## config.mk

```make
export PLATFORM = sky130hd
export DESIGN_NAME = delay_buffer_mc
export DESIGN_NICKNAME = d
export VERILOG_FILES = /design/src/rtl/delay_buf_pkg.sv /design/src/rtl/delay_lane.sv /design/src/rtl/delay_buffer_mc.sv
export SDC_FILE = /design/constraint.sdc
export NUM_CORES = 2
export LEC_CHECK = 0
export BUFFER_PORTS_ARGS = -buffer_cell sky130_fd_sc_hd__buf_4
export CORE_MARGIN = 8
export CORE_UTILIZATION = 50
export DETAILED_ROUTE_END_ITERATION = 6
export GPL_TIMING_DRIVEN = 0
export HOLD_SLACK_MARGIN = 0.05
export PLACE_DENSITY = 0.69
export SLEW_MARGIN = 20
export SYNTH_ARGS = -nofsm -noshare
export SYNTH_HDL_FRONTEND = slang
export SYNTH_SLANG_ARGS = --single-unit
```

## constraint.sdc

```tcl
create_clock -name clk -period 27.8 [get_ports clk]
set_input_delay 2.78 -clock clk [delete_from_list [all_inputs] [get_ports clk]]
set_output_delay 2.78 -clock clk [all_outputs]
set_load 0.005 [all_outputs]
```

## src/rtl/delay_buf_pkg.sv

```systemverilog
// Shared defaults and the effective-delay clamp for the multi-channel delay buffer.
package delay_buf_pkg;

  localparam int CHANNELS_DEF = 4;
  localparam int DEPTH_DEF    = 8;
  localparam int BITS_DEF     = 64;

  typedef int unsigned uint_t;

  // A programmed delay of 0 behaves as a single register; anything past DEPTH saturates.
  function automatic uint_t clamp_delay(input uint_t delay, input uint_t depth);
    if (delay == 0) begin
      return 1;
    end else if (delay > depth) begin
      return depth;
    end else begin
      return delay;
    end
  endfunction

endpackage

```

## src/rtl/delay_lane.sv

```systemverilog
// One data lane: DEPTH x BITS ring storage, write port and a registered, zero-forced read.
module delay_lane
  import delay_buf_pkg::*;
#(
  parameter  int DEPTH = DEPTH_DEF,
  parameter  int BITS  = BITS_DEF,
  localparam int AW    = $clog2(DEPTH)
) (
  input  logic            clk,
  input  logic            clr_i,
  input  logic            adv_i,
  input  logic            we_i,
  input  logic [AW-1:0]   waddr_i,
  input  logic [AW-1:0]   raddr_i,
  input  logic            bypass_i,
  input  logic            load_i,
  input  logic [BITS-1:0] d_i,
  output logic [BITS-1:0] q_o
);

  logic [BITS-1:0] mem_q [DEPTH];
  logic [BITS-1:0] q_q;
  logic [BITS-1:0] rd_data;

  // Storage is deliberately not reset; q is forced to zero whenever the new q_valid is low.
  always_ff @(posedge clk) begin
    if (we_i) begin
      mem_q[waddr_i] <= d_i;
    end
  end

  // With a one-cycle delay the slot being read is the one written this edge, so take d directly.
  always_comb begin
    rd_data = mem_q[raddr_i];
    if (bypass_i) begin
      rd_data = d_i;
    end
  end

  always_ff @(posedge clk) begin
    if (clr_i) begin
      q_q <= '0;
    end else if (adv_i) begin
      q_q <= load_i ? rd_data : '0;
    end
  end

  assign q_o = q_q;

endmodule

```

## src/rtl/delay_buffer_mc.sv

```systemverilog
// Multi-channel programmable delay buffer; shared write pointer, fill count and q_valid.
// Defining DELAY_BUF_FILL_EN adds the fill_cnt output port.
module delay_buffer_mc
  import delay_buf_pkg::*;
#(
  parameter  int CHANNELS = CHANNELS_DEF,
  parameter  int DEPTH    = DEPTH_DEF,
  parameter  int BITS     = BITS_DEF,
  localparam int DW       = $clog2(DEPTH) + 1
) (
  input  logic                     clk,
  input  logic                     rst,
  input  logic                     en,
  input  logic                     flush,
  input  logic [DW-1:0]            delay,
  input  logic [CHANNELS*BITS-1:0] d,
  output logic [CHANNELS*BITS-1:0] q,
  output logic                     q_valid
`ifdef DELAY_BUF_FILL_EN
  ,
  output logic [DW-1:0]            fill_cnt
`endif
);

  localparam int AW = $clog2(DEPTH);

  logic [AW-1:0] wptr_q;
  logic [DW-1:0] fill_q, fill_d;
  logic          valid_q, valid_d;
  logic [DW-1:0] de;
  logic [AW-1:0] raddr;
  logic          adv, clr;

  assign clr = rst | flush;
  assign adv = en & ~flush & ~rst;
  assign de  = DW'(clamp_delay(uint_t'(delay), uint_t'(DEPTH)));

  // Read slot is De-1 entries behind the slot written this edge.
  always_comb begin
    fill_d  = (fill_q == DW'(DEPTH)) ? fill_q : fill_q + DW'(1);
    valid_d = (fill_d >= de);
    raddr   = wptr_q - AW'(de - DW'(1));
  end

  always_ff @(posedge clk) begin
    if (clr) begin
      wptr_q  <= '0;
      fill_q  <= '0;
      valid_q <= 1'b0;
    end else if (adv) begin
      wptr_q  <= wptr_q + AW'(1);
      fill_q  <= fill_d;
      valid_q <= valid_d;
    end
  end

  for (genvar c = 0; c < CHANNELS; c++) begin : g_lane
    delay_lane #(
      .DEPTH(DEPTH),
      .BITS (BITS)
    ) u_lane (
      .clk     (clk),
      .clr_i   (clr),
      .adv_i   (adv),
      .we_i    (adv),
      .waddr_i (wptr_q),
      .raddr_i (raddr),
      .bypass_i(de == DW'(1)),
      .load_i  (valid_d),
      .d_i     (d[c*BITS +: BITS]),
      .q_o     (q[c*BITS +: BITS])
    );
  end

  assign q_valid = valid_q;

`ifdef DELAY_BUF_FILL_EN
  assign fill_cnt = fill_q;
`endif

endmodule
```

---- After elaboration in Yosys (flattened, before gate mapping) ----
Memory sizes are Yosys's and may differ from the RTL's.
Index checks and enable logic that the tools add are counted.
Widths: inputs -> output; s select.
word-level totals
  bits of input ports ..................... 264
  register bits after elaboration ......... 264
  memories ................................ 4
  RAM bits ................................ 2048
operators by class
  equal/unequal tests ..................... 2
  bitwise operators ....................... 5
  $add $sub $neg .......................... 4
  reductions and logical operators ........ 1
  $lt $le $gt $ge ......................... 2
  mux-type cells .......................... 13
memory list
  memory                  words  bits a word  rd ports  clocked after memory_dff  wr ports  RTL line          RTL
  g_lane[0].u_lane.mem_q  8      64           1         0                         1         delay_lane.sv:21  logic [BITS-1:0] mem_q [DEPTH];
  g_lane[1].u_lane.mem_q  8      64           1         0                         1         delay_lane.sv:21
  g_lane[2].u_lane.mem_q  8      64           1         0                         1         delay_lane.sv:21
  g_lane[3].u_lane.mem_q  8      64           1         0                         1         delay_lane.sv:21
operators by type and width
  cell                 count
  $mux 64              8
  $mux 4               3
  $add 4x1->4 const B  1
  $eq 4x1->1 const B   1
  $eq 4x4->1 const B   1
  $ge 4x4->1           1
  $gt 4x4->1 const B   1
  $logic_not 4->1      1
  $add 3x1->3 const B  1
  $sub 3x1->3 const B  1
  $sub 3x3->3          1
  $and 1x1->1          2
  $mux 1               2
  $not 1->1            2
  $or 1x1->1           1

---- Logic depth before layout (Yosys ltp) ----
An unclocked memory read counts as a cell.
  depth in word-level cells ............... 8
  gate-level depth with buffers ........... 13
  gate-level depth less buffers ........... 11

---- By module ----
Synthesis repeated with hierarchy kept, for this count alone.
second synthesis, totals
  cell total of the unflattened synthesis .. 5629
  area total of the unflattened synthesis .. 93822.5 um^2
modules (own cells, without submodules)
  module           cells each  area each (um^2)  instances
  delay_lane       1390        23311.1           4
  delay_buffer_mc  69          578.1             1

---- Worst setup path after synthesis ----
No wires, ideal clock.
  kind .................................... input-to-reg
  start ................................... in en
  end ..................................... mem g_lane[0].u_lane.mem_q[1][0] (netlist name) (enable)
  stages .................................. 3
  arrival ................................. 20.529 ns
  setup slack ............................. 6.084 ns
  required time ........................... 26.613 ns
  cells stage by stage .................... clkbuf_1 nand3_1 nor3_1
on the way
  longest elaborated chain between the ends .. 4
ends and longest elaborated chain
  item                          RTL line               RTL
  start: declaration            delay_buffer_mc.sv:13  input logic en,
  $and 1x1->1 (2 in a row)      delay_buffer_mc.sv:35  assign adv = en & ~flush & ~rst;
  $mux 1                        delay_lane.sv:27       if (we_i) begin
  $mux 1 (implied by the code)  delay_lane.sv:28       mem_q[waddr_i] <= d_i;
  end: declaration              delay_lane.sv:21
No other way between the ends.

---- Worst setup path in the final report ----
  start ................................... in delay[1]
  end ..................................... reg g_lane[1].u_lane.q_q[61]
on the way
  longest elaborated chain between the ends .. 8
ends and longest elaborated chain
  item                    RTL line               RTL
  start: declaration      delay_buffer_mc.sv:15  input logic [DW-1:0] delay,
  $gt 4x4->1              delay_buf_pkg.sv:14    end else if (delay > depth) begin
  $mux 4                  delay_buf_pkg.sv:14
  $mux 4 (*)              delay_buf_pkg.sv:12    if (delay == 0) begin
  $sub 3x1->3             delay_buffer_mc.sv:42  raddr = wptr_q - AW'(de - DW'(1));
  $sub 3x3->3             delay_buffer_mc.sv:42
  $mem_v2 8x64            --
  $mux 64                 delay_lane.sv:35       if (bypass_i) begin
  $mux 64 (*)             delay_lane.sv:44       q_q <= load_i ? rd_data : '0;
  end signal: assignment  delay_lane.sv:44
  end: declaration        delay_lane.sv:22       logic [BITS-1:0] q_q;
Mark *: on every way between the ends. The rest lies on a longest branch, timed or not.
A chain may end at the register's enable or synchronous reset.

==> flow_summary.toml <==
[yosys]
yosysMostFrequentCell = "edfxtp_1"
synth_edf_count = 2048
synth_top_cell_by_area = "edfxtp_1"
ys_seq_elements = 2312
synth_top_cell_area_share = 0.706
synth-seq-area-share = 0.767
synth.net_count = 4452
netlist_top_cells_count = "edfxtp_1 (2048), mux4_2 (512), dfxtp_1 (264)"
ys.flop_type = "edfxtp_1"
netlist_area_sq_um = 87100
ys_top_cells_by_area = "edfxtp_1 (71%), mux4_2 (13%), dfxtp_1 (6.1%)"
synth_cell_types = 30
synth_cells = 4178
async_reset_ff_frac = 0
avgSynthCellArea_sq_um = 20.8
synth_warnings = 0

[floorplan]
fp-row-count = 153
die_w_um = 433
die-area_sq_um = 188000
core_sq_um = 173000
dieHeight_um = 433
initial_utilization = 0.502
io_pins = 521

[finish]
multi_input_area_sq_um = 19100
utilization = 0.603
nets = 5383
ff_latch_area_sq_um = 66800
fillers = 12261
area_growth_syn_to_layout_pct = 20.2
drive_gt1_frac = 0.317

[timing]
fin_crit_sh = 0.212
slew_headroom = 0.257
period_minus_slack_ns = 5.89
rsz0062_at_grt = "false"
fmax_mhz = 170
finalSetupViolCount = 0
timing_hold_violations_final = 0
fin_setup_tns_ns = 0
fin_skew_ns = 0.0384
maxSlewViolCount = 0
worstMarginPinSlew_ns = 1.11

[worst_setup_path]
cp.required_ns = 28.53
rr_endpoint = "g_lane[1].u_lane.q_o[61]"
crit_type = "input pin to flop"
cp-startpoint = "delay[1]"
ff2ff_setup_slack_ns = 23.74
cp_max_fo = 10
rr_worst_depth = 11
worstPathArrival_ns = 6.62
crit_path_start_kind = "input pin"
crit_end = "g_lane[1].u_lane.q_o[61]"
end_kind = "flop"
worstReg2RegStart = "wptr_q[1]"

[clock_tree]
clk_pin_slew_ns = 0.06
hold_buffers = 0
cts_root_buf = "clkbuf_16"
postCtsSetupRepairBufs = 0
tritoncts = "done"
cts_made_buffers = 226
cts.sinks = 2312
clockBufferDepth = 3
cts_resized = 0
cts_max_level = 4
clkLatencyLatePin_ns = 0.85

[power]
pwr_density_cell_nw_per_um2 = 71.3
finalPower_mw = 7.46
max-vdd-ir-drop_mv = 0.0586
leakage_nw = 35.2

[min_path]
worstHoldPathType = "flop to flop"

[global_route]
grt_usage = 0.224
antenna_found_initial = 51
grt_pass1_vias = 46039
grt_max_degree = 22
grt-ovfl-total = 0
grt_first_pass_wirelength_um = 311000

[detailed_routing]
drc = 0
first_pass_iters = 5
dr_total_vias = 44664
route.final.wire_length_um = 214000
viasPerCell = 5.82
routedWlPerCell_um = 27.8
drt_iter0_markers = 4341
ant_nets = 0

[place]
gp_routability_congestion = 0.767
port-buffer-count = 520
hpwl_um = 142000

[flow_run]
max_cap_violations = 0

[outcome]
status = "finished clean"
==> per-layer routing <==
metal / up-vias / share of wire / GRT usage
met2: 1615 / 0.50 / 0.367
met3: 323 / 0.066 / 0.0412
met4: 10 / 0.036 / 0.0937
met5: - / 0.00029 / 0
met1: 23518 / 0.40 / 0.300
li1: 19198 / - / -
==> worst min-delay path by stage <==
stage | to | startpoint | slack [ns] | depth (start not counted)
2_1_floorplan | q_valid | q_valid | 0.45 | 1
3_3_place_gp | g_lane[2].u_lane.q_o[59] | g_lane[2].u_lane.q_o[59] | 0.46 | 1
3_5_place_dp | g_lane[3].u_lane.q_o[1] | g_lane[3].u_lane.q_o[1] | 0.46 | 1
4_1_cts | g_lane[2].u_lane.q_o[43] | g_lane[2].u_lane.q_o[43] | 0.48 | 1
5_1_grt | g_lane[1].u_lane.q_o[26] | g_lane[1].u_lane.q_o[26] | 0.50 | 1
6_report | g_lane[2].u_lane.q_o[45] | g_lane[2].u_lane.q_o[45] | 0.48 | 1
==> through the flow <==
stage                     hold slack (ns)  instance area (sq um)  std cells  setup WS, ns
after detailed placement            0.465                  97100       7206         20.93
after floorplan                     0.451                  87100       4178          6.08
after CTS                           0.482                 105000       7637         21.87
after global routing                0.496                 105000       7668         21.80
final                               0.480                 105000       7679         21.91
after global placement              0.463                  93900       7023        -13.46
==> placed cells by master, fill, tap and decap left out, types with 2 or more instances in the layout <==
cell and instances:
edfxtp_1 2048, buf_4 582, mux4_2 512, dfxtp_1 264, nand2_1 262, mux2i_1 258, o21ai_1 257, a22o_1 256
clkbuf_16 232, clkbuf_1 190, buf_2 80, buf_16 51, buf_6 49, buf_12 48, clkinv_2 43, diode_2 42
clkinv_1 32, clkbuf_8 24, bufinv_16 18, nor2_1 13, clkbuf_2 11, buf_1 10, ha_1 10, inv_1 8
nor2_4 6, clkinvlp_4 6, clkinv_4 5, xnor2_1 4, nand2b_1 3, xor2_1 3, inv_16 3, nand3_1 2
nand3b_1 2, nor3_2 2, inv_6 2, inv_8 2
==> registers in the layout, summed over array words and instances (netlist names) <==
register             flops
q_valid                  1
fill_q                   4
wptr_q                   3
g_lane.u_lane.q_o      256
g_lane.u_lane.mem_q   2048
==> layout make-up <==
type,instances,share of cell area
Buffer,257,0.0122
Multi-Input combinational cell,1601,0.182
Inverter,8,0.000287
Antenna cell,42,0.00100
Tap cell,2325,0.0278
Clock buffer,317,0.0608
Timing Repair Buffer,703,0.0667
Sequential cell,2312,0.638
Clock inverter,114,0.0107
==> critical path: stages <==
cell      delay (ns)
buf_4           0.13
nor2_1          0.10
nor2_1          0.05
nor2_1          0.24
inv_1           0.09
ha_1            0.19
ha_1            0.26
buf_2           0.28
clkbuf_1        0.86
clkbuf_1        0.64
mux4_2          0.41
mux2i_1         0.19
o21ai_1         0.14
a22o_1          0.24
==> power breakdown <==
part | switching, mW | total, mW | internal (mW)
Combinational | 0.329 | 0.599 | 0.270
Clock | 1.29 | 3.05 | 1.76
Sequential | 0.00945 | 3.81 | 3.80
Total | 1.63 | 7.46 | 5.83
==> cell families (layout without fill, tap and decap cells) <==
kind of cell	count (synthesis)	after routing	share of synthesized area
flops	2312	2312	0.767
mux	770	770	0.162
compound gates	519	519	0.0410
simple gates	294	294	0.0130
buf+inv	265	1399	0.0149
fa+ha+maj	10	10	0.00144
xor+xnor	8	8	0.000962
other cells	0	42	0
(Power assumes the default switching activity.)
